--- config.mk ---
export PLATFORM = sky130hd
export DESIGN_NAME = mebra_core
export DESIGN_NICKNAME = d
export VERILOG_FILES = /design/src/rtl/mebra_pkg.sv /design/src/rtl/isqrt_pipe.sv /design/src/rtl/mebra_core.sv
export SDC_FILE = /design/constraint.sdc
export NUM_CORES = 2
export LEC_CHECK = 0
export ABC_CLOCK_PERIOD_IN_PS = 16700
export CORE_MARGIN = 4
export CORE_UTILIZATION = 50
export DETAILED_ROUTE_END_ITERATION = 12
export GPL_TIMING_DRIVEN = 0
export PLACE_DENSITY = 0.78
export SLEW_MARGIN = 20
export SYNTH_ARGS = -nofsm -noshare
export SYNTH_HDL_FRONTEND = slang
export SYNTH_SLANG_ARGS = --single-unit
--- constraint.sdc ---
create_clock -name clk -period 16.7 [get_ports clk]
set_input_delay 1.67 -clock clk [delete_from_list [all_inputs] [get_ports clk]]
set_output_delay 1.67 -clock clk [all_outputs]
set_load 0.02 [all_outputs]
--- src/rtl/mebra_pkg.sv ---
// Shared widths and mode encoding for the pixel beamformer core.
package mebra_pkg;
    localparam int SAMPLE_W  = 16;
    localparam int OUT_W     = 17;
    localparam int DAS_ACC_W = 23;
    localparam int ROOT_W    = 9;
    localparam int SUM_W     = 16;
    localparam int SQ_W      = 22;
    localparam int D_W       = 32;

    typedef enum logic {
        MODE_DAS  = 1'b0,
        MODE_DMAS = 1'b1
    } mode_e;
endpackage

--- src/rtl/isqrt_pipe.sv ---
// Pipelined floor integer square root (digit-by-digit), iterations spread
// over LATENCY register stages; result appears LATENCY edges after the input edge.
module isqrt_pipe #(
    parameter int IN_W    = 16,
    parameter int LATENCY = 5
) (
    input  logic              clk,
    input  logic              rst,
    input  logic [IN_W-1:0]   i_x,
    output logic [IN_W/2-1:0] o_root
);
    localparam int ITERS = IN_W / 2;
    localparam int RT_W  = IN_W / 2;
    localparam int REM_W = RT_W + 2;

    for (genvar s = 0; s < LATENCY; s++) begin : g_stage
        localparam int LO = (s * ITERS) / LATENCY;
        localparam int HI = ((s + 1) * ITERS) / LATENCY;

        logic [IN_W-1:0]  w_x_in;
        logic [REM_W-1:0] w_rem_in;
        logic [RT_W-1:0]  w_root_in;
        logic [IN_W-1:0]  w_x;
        logic [REM_W-1:0] w_rem;
        logic [RT_W-1:0]  w_root;
        logic [IN_W-1:0]  r_x;
        logic [REM_W-1:0] r_rem;
        logic [RT_W-1:0]  r_root;

        if (s == 0) begin : g_first
            assign w_x_in    = i_x;
            assign w_rem_in  = '0;
            assign w_root_in = '0;
        end else begin : g_next
            assign w_x_in    = g_stage[s-1].r_x;
            assign w_rem_in  = g_stage[s-1].r_rem;
            assign w_root_in = g_stage[s-1].r_root;
        end

        // Each iteration brings down the next two input bits and tries a 1 root digit.
        always_comb begin
            w_x    = w_x_in;
            w_rem  = w_rem_in;
            w_root = w_root_in;
            for (int i = LO; i < HI; i++) begin
                w_rem = {w_rem[REM_W-3:0], w_x[IN_W-1 -: 2]};
                w_x   = {w_x[IN_W-3:0], 2'b00};
                if (w_rem >= {w_root, 2'b01}) begin
                    w_rem  = w_rem - {w_root, 2'b01};
                    w_root = {w_root[RT_W-2:0], 1'b1};
                end else begin
                    w_root = {w_root[RT_W-2:0], 1'b0};
                end
            end
        end

        always_ff @(posedge clk) begin
            if (rst) begin
                r_x    <= '0;
                r_rem  <= '0;
                r_root <= '0;
            end else begin
                r_x    <= w_x;
                r_rem  <= w_rem;
                r_root <= w_root;
            end
        end
    end

    logic w_unused_tail;
    assign w_unused_tail = ^{g_stage[LATENCY-1].r_x, g_stage[LATENCY-1].r_rem};
    assign o_root = g_stage[LATENCY-1].r_root;
endmodule

--- src/rtl/mebra_core.sv ---
// Single-pixel receive beamformer: DAS channel mean or multiplier-free DMAS
// via signed square roots, one result loaded at a fixed edge per frame.
module mebra_core
    import mebra_pkg::*;
#(
    parameter int channels     = 128,
    parameter int bit_size     = 8,
    parameter int pixels       = 1,
    parameter int datasize     = channels,
    parameter int sqrt_latency = 5
) (
    input  logic                       clk,
    input  logic                       rst,
    input  logic                       mode,
    input  logic signed [SAMPLE_W-1:0] rfdata,
    output logic signed [OUT_W-1:0]    bf_out
);
    localparam int L     = sqrt_latency;
    localparam int CNT_W = 16;
    localparam logic [CNT_W-1:0] C_LAST_SAMPLE = CNT_W'(channels);
    localparam logic [CNT_W-1:0] C_ACC_FIRST   = CNT_W'(L + 2);
    localparam logic [CNT_W-1:0] C_ACC_LAST    = CNT_W'(channels + L + 1);
    localparam logic [CNT_W-1:0] C_COMBINE     = CNT_W'(channels + L + 2);
    localparam logic [CNT_W-1:0] C_LOAD        = CNT_W'(channels + 2 * L + 3);

    logic [CNT_W-1:0]           r_cnt;
    mode_e                      r_mode;
    logic signed [DAS_ACC_W-1:0] r_das_acc;
    logic [SAMPLE_W-1:0]        r_abs;
    logic                       r_neg;
    logic [L-1:0]               r_sgn_dly;
    logic signed [SUM_W-1:0]    r_a;
    logic [SQ_W-1:0]            r_q;
    logic [D_W-1:0]             r_dmag;
    logic                       r_dneg;

    logic [SAMPLE_W-1:0]        w_abs;
    logic [SAMPLE_W/2-1:0]      w_root8;
    logic                       w_sgn;
    logic signed [ROOT_W-1:0]   w_s;
    logic [SAMPLE_W-1:0]        w_rsq;
    logic signed [D_W-1:0]      w_a_ext;
    logic signed [D_W-1:0]      w_diff;
    logic signed [D_W-1:0]      w_d;
    logic [D_W-1:0]             w_d_abs;
    logic [D_W/2-1:0]           w_droot;
    logic signed [OUT_W-1:0]    w_das_mean;
    logic signed [OUT_W-1:0]    w_dmas_out;
    logic [31:0]                w_unused_params;

    assign w_unused_params = 32'(pixels) ^ 32'(datasize);

    assign w_abs = rfdata[SAMPLE_W-1] ? SAMPLE_W'(-rfdata) : SAMPLE_W'(rfdata);

    isqrt_pipe #(.IN_W(SAMPLE_W), .LATENCY(L)) u_sample_root (
        .clk    (clk),
        .rst    (rst),
        .i_x    (r_abs),
        .o_root (w_root8)
    );

    // Sign rides alongside the root pipeline so it lines up with its root.
    assign w_sgn = r_sgn_dly[L-1];
    assign w_s   = w_sgn ? -$signed({1'b0, w_root8}) : $signed({1'b0, w_root8});
    assign w_rsq = {8'b0, w_root8} * {8'b0, w_root8};

    // Sum over i<j of s_i*s_j = (A^2 - sum s_i^2) / 2; the difference is always even.
    assign w_a_ext = D_W'(r_a);
    assign w_diff  = (w_a_ext * w_a_ext) - $signed(D_W'(r_q));
    assign w_d     = w_diff >>> 1;
    assign w_d_abs = w_d[D_W-1] ? D_W'(-w_d) : D_W'(w_d);

    isqrt_pipe #(.IN_W(D_W), .LATENCY(L)) u_final_root (
        .clk    (clk),
        .rst    (rst),
        .i_x    (r_dmag),
        .o_root (w_droot)
    );

    assign w_dmas_out = r_dneg ? -$signed({1'b0, w_droot}) : $signed({1'b0, w_droot});
    assign w_das_mean = OUT_W'(r_das_acc >>> (bit_size - 1));

    always_ff @(posedge clk) begin
        if (rst) begin
            r_cnt     <= '0;
            r_mode    <= MODE_DAS;
            r_das_acc <= '0;
            r_abs     <= '0;
            r_neg     <= 1'b0;
            r_sgn_dly <= '0;
            r_a       <= '0;
            r_q       <= '0;
            r_dmag    <= '0;
            r_dneg    <= 1'b0;
            bf_out    <= '0;
        end else begin
            if (r_cnt <= C_LOAD) begin
                r_cnt <= r_cnt + 1'b1;
            end
            if (r_cnt == '0) begin
                r_mode <= mode_e'(mode);
            end
            r_abs     <= w_abs;
            r_neg     <= rfdata[SAMPLE_W-1];
            r_sgn_dly <= L'({r_sgn_dly, r_neg});
            if (r_cnt != '0 && r_cnt <= C_LAST_SAMPLE) begin
                r_das_acc <= r_das_acc + DAS_ACC_W'(rfdata);
            end
            if (r_cnt >= C_ACC_FIRST && r_cnt <= C_ACC_LAST) begin
                r_a <= r_a + SUM_W'(w_s);
                r_q <= r_q + SQ_W'(w_rsq);
            end
            if (r_cnt == C_COMBINE) begin
                r_dmag <= w_d_abs;
                r_dneg <= w_d[D_W-1];
            end
            // DAS mean is simply held in its accumulator until the common load edge.
            if (r_cnt == C_LOAD) begin
                bf_out <= (r_mode == MODE_DMAS) ? w_dmas_out : w_das_mean;
            end
        end
    end
endmodule

==> results.md <==
* Initial antenna violation count at 1
* CTS root buffer: clkbuf_16
* CP Class: register to register
* Die X at 282 µm
* Leakage power at 0.0185 µW
* Post-synth EDFFs at 0
* Pwr Density at 85.4 mW/mm²
* Port Buffers at 34
* CTS resizes at 0
* Fin crit share at 61.5%
* # nets final at around 5,200
* IO Pins at 36
* Worst setup SP type: register
* Flop2flop setup slack at 6.43 ns
* Setup ws final at 6.43 ns
* Die Height at around 280 µm
* Place WS at 6.51 ns
* Maximum vdd drop at approximately 0.14 mV
* Synthesized cell area at 0.0376 mm²
* Cells after Synth at between 4,000 and 5,000
* Hold Fails Final Rpt at 0
* Final setup viols at 0
* First-pass GRT wire length at ~160,000 µm
* Capturing point of the worst reg2reg path: u_final_root.o_root[0]$_SDFF_PP0_
* WL final at 98,600 µm
* H-tree depth at 2
* TritonCTS Sinks at 413
* Clk_lat worst skew at 0.58 ns
* Biggest area consumer among synthesized cells: dfxtp_1
* Antenna Nets Post-Route at 0
* Area Growth Syn to Fin at 7.92%
* Top cells by area, synth: dfxtp_1, fa_1, ha_1, inv_1, a21oi_1
* GPL Wtd Cong at 0.935
* CP max stage delay at around 0.63 ns
* Worst path most repeated cell: ha_1
* Max cap viols at 0
* CORE AREA at 0.0744 mm²
* Drt first pass iters at 5
* Crit path arrival time at 10.69 ns
* Die ar. at ~0.08 mm²
* Async SR Flop Fraction at 0%
* Layout cells sized above 1 at 3.82%
* Reg clk slew, reported paths at 0.07 ns
* Synth Register Bits at just over 400
* Vias in the first global route at 30,900
* Hold Worst Slack at 0.434 ns
* Most frequent cell after synthesis: inv_1
* Synth Warn # at 0
* Critical path destination: u_final_root.o_root[0]$_SDFF_PP0_
* FMAX at 0.0974 GHz
* Seq/Total Area, Yosys at 22.0%
* Post-synth cell types at 104
* Row cnt at 100
* RSZ-0062 raised after global routing: false
* Final slew viol count at 0
* Max FO, Critical Path at 12
* Slew at the pin closest to its max-slew limit at 1.19 ns
* Setup TNS at 0 ns
* Yosys top cell area share at 22.0%
* Reg2reg path depth at 35
* CP Launch Point: u_final_root.g_stage[3].r_root[6]$_SDFF_PP0_
* Setup repair bufs after CTS at 0
* Largest net degree at the start of global routing at 16
* Ys flop type: dfxtp_1
* CTS tree: done
* DP HPWL at 77,800 µm
* Gr usage total at approximately 25%
* Total number of vias at 31,400
* WL/cell at between 15 and 20 µm
* Slowest CP cell: or4_1
* Crit end category: register
* Slew headroom at 20.5%
* Vias/cell at 5.69
* # DRC at 0
* Total congestion overflow at 0
* CTS buffer count at 43
* Initial core utilization at a little over 50%
* Worst R2R Start: u_final_root.g_stage[3].r_root[6]$_SDFF_PP0_
* Most instantiated cells after synthesis: inv_1, dfxtp_1, nor2_1, ha_1, nand2_1
* Max Clock Skew at 0.0136 ns
* Min Tclk post-route at 10.27 ns
* Hold buffers post-CTS at 0
* Ant. Diodes at 0
* Mean post-synth cell area at 8.47 µm²
* Max Root-Sink Buffers at 3
* Outcome: complete, no violations
* DRT iter0 DRCs at about 2,400
* Worst hold path type: register to register
* CP Data Required Time at 17.12 ns
[metal layers]
metal	track usage (%)	vias up	part of all wire [%]
li1	-	15200	-
met1	32.4	15000	43
met2	41.6	970	47
met3	3.32	239	6.0
met4	9.54	0	4.0
met5	0	-	0
[worst max-delay path, delay by kind of cell, from the launching register on]
kind	cells	cell delay (ns)
and+or+nand+nor	11	2.36
AOI/OAI and AO/OA	13	3.28
adders and majority gates	4	1.46
buffers and inverters	5	1.89
muxes	2	0.81
DFF	1	0.31
[power by group]
group / total [µW] / internal (µW) / switching, µW
registers: 1070 / 1030 / 35.2
logic: 1430 / 622 / 809
clock network: 965 / 540 / 425
total: 3470 / 2200 / 1270
[state kept, by name (all words and copies together) (netlist names)]
name                          flops
bf_out                           17
r_a                              16
r_abs                            16
r_cnt                            16
r_das_acc                        23
r_dmag                           32
r_dneg                            1
r_mode                            1
r_neg                             1
r_q                              22
r_sgn_dly                         5
u_final_root.g_stage.r_rem       64
u_final_root.g_stage.r_root      30
u_final_root.g_stage.r_x         68
u_final_root.o_root              16
u_sample_root.g_stage.r_rem      27
u_sample_root.g_stage.r_root     14
u_sample_root.g_stage.r_x        36
u_sample_root.o_root              8
[metrics by stage]
step	power, µW	instances	cell area, µm²	utilization (%)
global placement	2460	5442	39200	52.6
CTS	3460	5522	40600	54.5
global route	3690	5522	40600	54.5
floorplan	2180	4439	37600	-
finish	3470	5522	40600	54.5
detailed placement	2480	5443	39200	52.6
[area by class of cell]
| class | count | area [µm²] |
|---|---|---|
| fill | 6666 | 33900 |
| multi-input combinational | 3384 | 26900 |
| sequential | 413 | 8270 |
| inverter | 499 | 1880 |
| tap | 969 | 1210 |
| clock buffer | 54 | 1180 |
| buffer | 143 | 586 |
| timing repair buffer | 35 | 345 |
| clock inverter | 25 | 229 |
[placed cells by master, fill, tap and decap left out, drive strengths merged, types with 18 or more instances in the layout]
master and instances:
and2 104, inv 504, and3 28, nand3b 18, a31oi 34, o21bai 28, nor3 73, nand2 339
fa 297, nand2b 31, o211ai 27, xor2 122, a21o 73, or3 36, xnor2 184, a211oi 62
o21a 50, mux2i 40, buf 22, nand3 67, nor4 22, dfxtp 413, clkdlybuf4s50 34, or2 32
ha 368, nor2b 156, nand4 33, o31ai 36, clkbuf 176, a21oi 339, nor2 408, o21ai 173
[logic make-up after synthesis]
group,count (synthesis),synth area share (%)
AO/OA/AOI/OAI,944,16.0
XOR/XNOR,306,7.13
adder cells (fa/ha/maj),665,28.1
buffers and inverters,642,6.55
flip-flops,413,22.0
multiplexers,57,1.58
other,2,0.0200
AND/OR/NAND/NOR,1409,18.7
[worst min path at each step]
stage	from	to	slack [ns]	cells past startpoint
after CTS	u_final_root.g_stage[1].r_x[23]$_SDFF_PP0_	u_final_root.g_stage[2].r_x[29]$_SDFF_PP0_	0.44	1
final	u_final_root.g_stage[1].r_x[23]$_SDFF_PP0_	u_final_root.g_stage[2].r_x[29]$_SDFF_PP0_	0.43	1
after detailed placement	u_final_root.g_stage[1].r_x[23]$_SDFF_PP0_	u_final_root.g_stage[2].r_x[29]$_SDFF_PP0_	0.42	1
after floorplan	r_neg$_SDFF_PP0_	r_sgn_dly[0]$_SDFF_PP0_	0.41	1
after global routing	u_final_root.g_stage[1].r_x[23]$_SDFF_PP0_	u_final_root.g_stage[2].r_x[29]$_SDFF_PP0_	0.45	1
after global placement	r_abs[0]$_SDFF_PP0_	u_sample_root.g_stage[0].r_x[2]$_SDFF_PP0_	0.42	1
(Power assumes the default switching activity.)
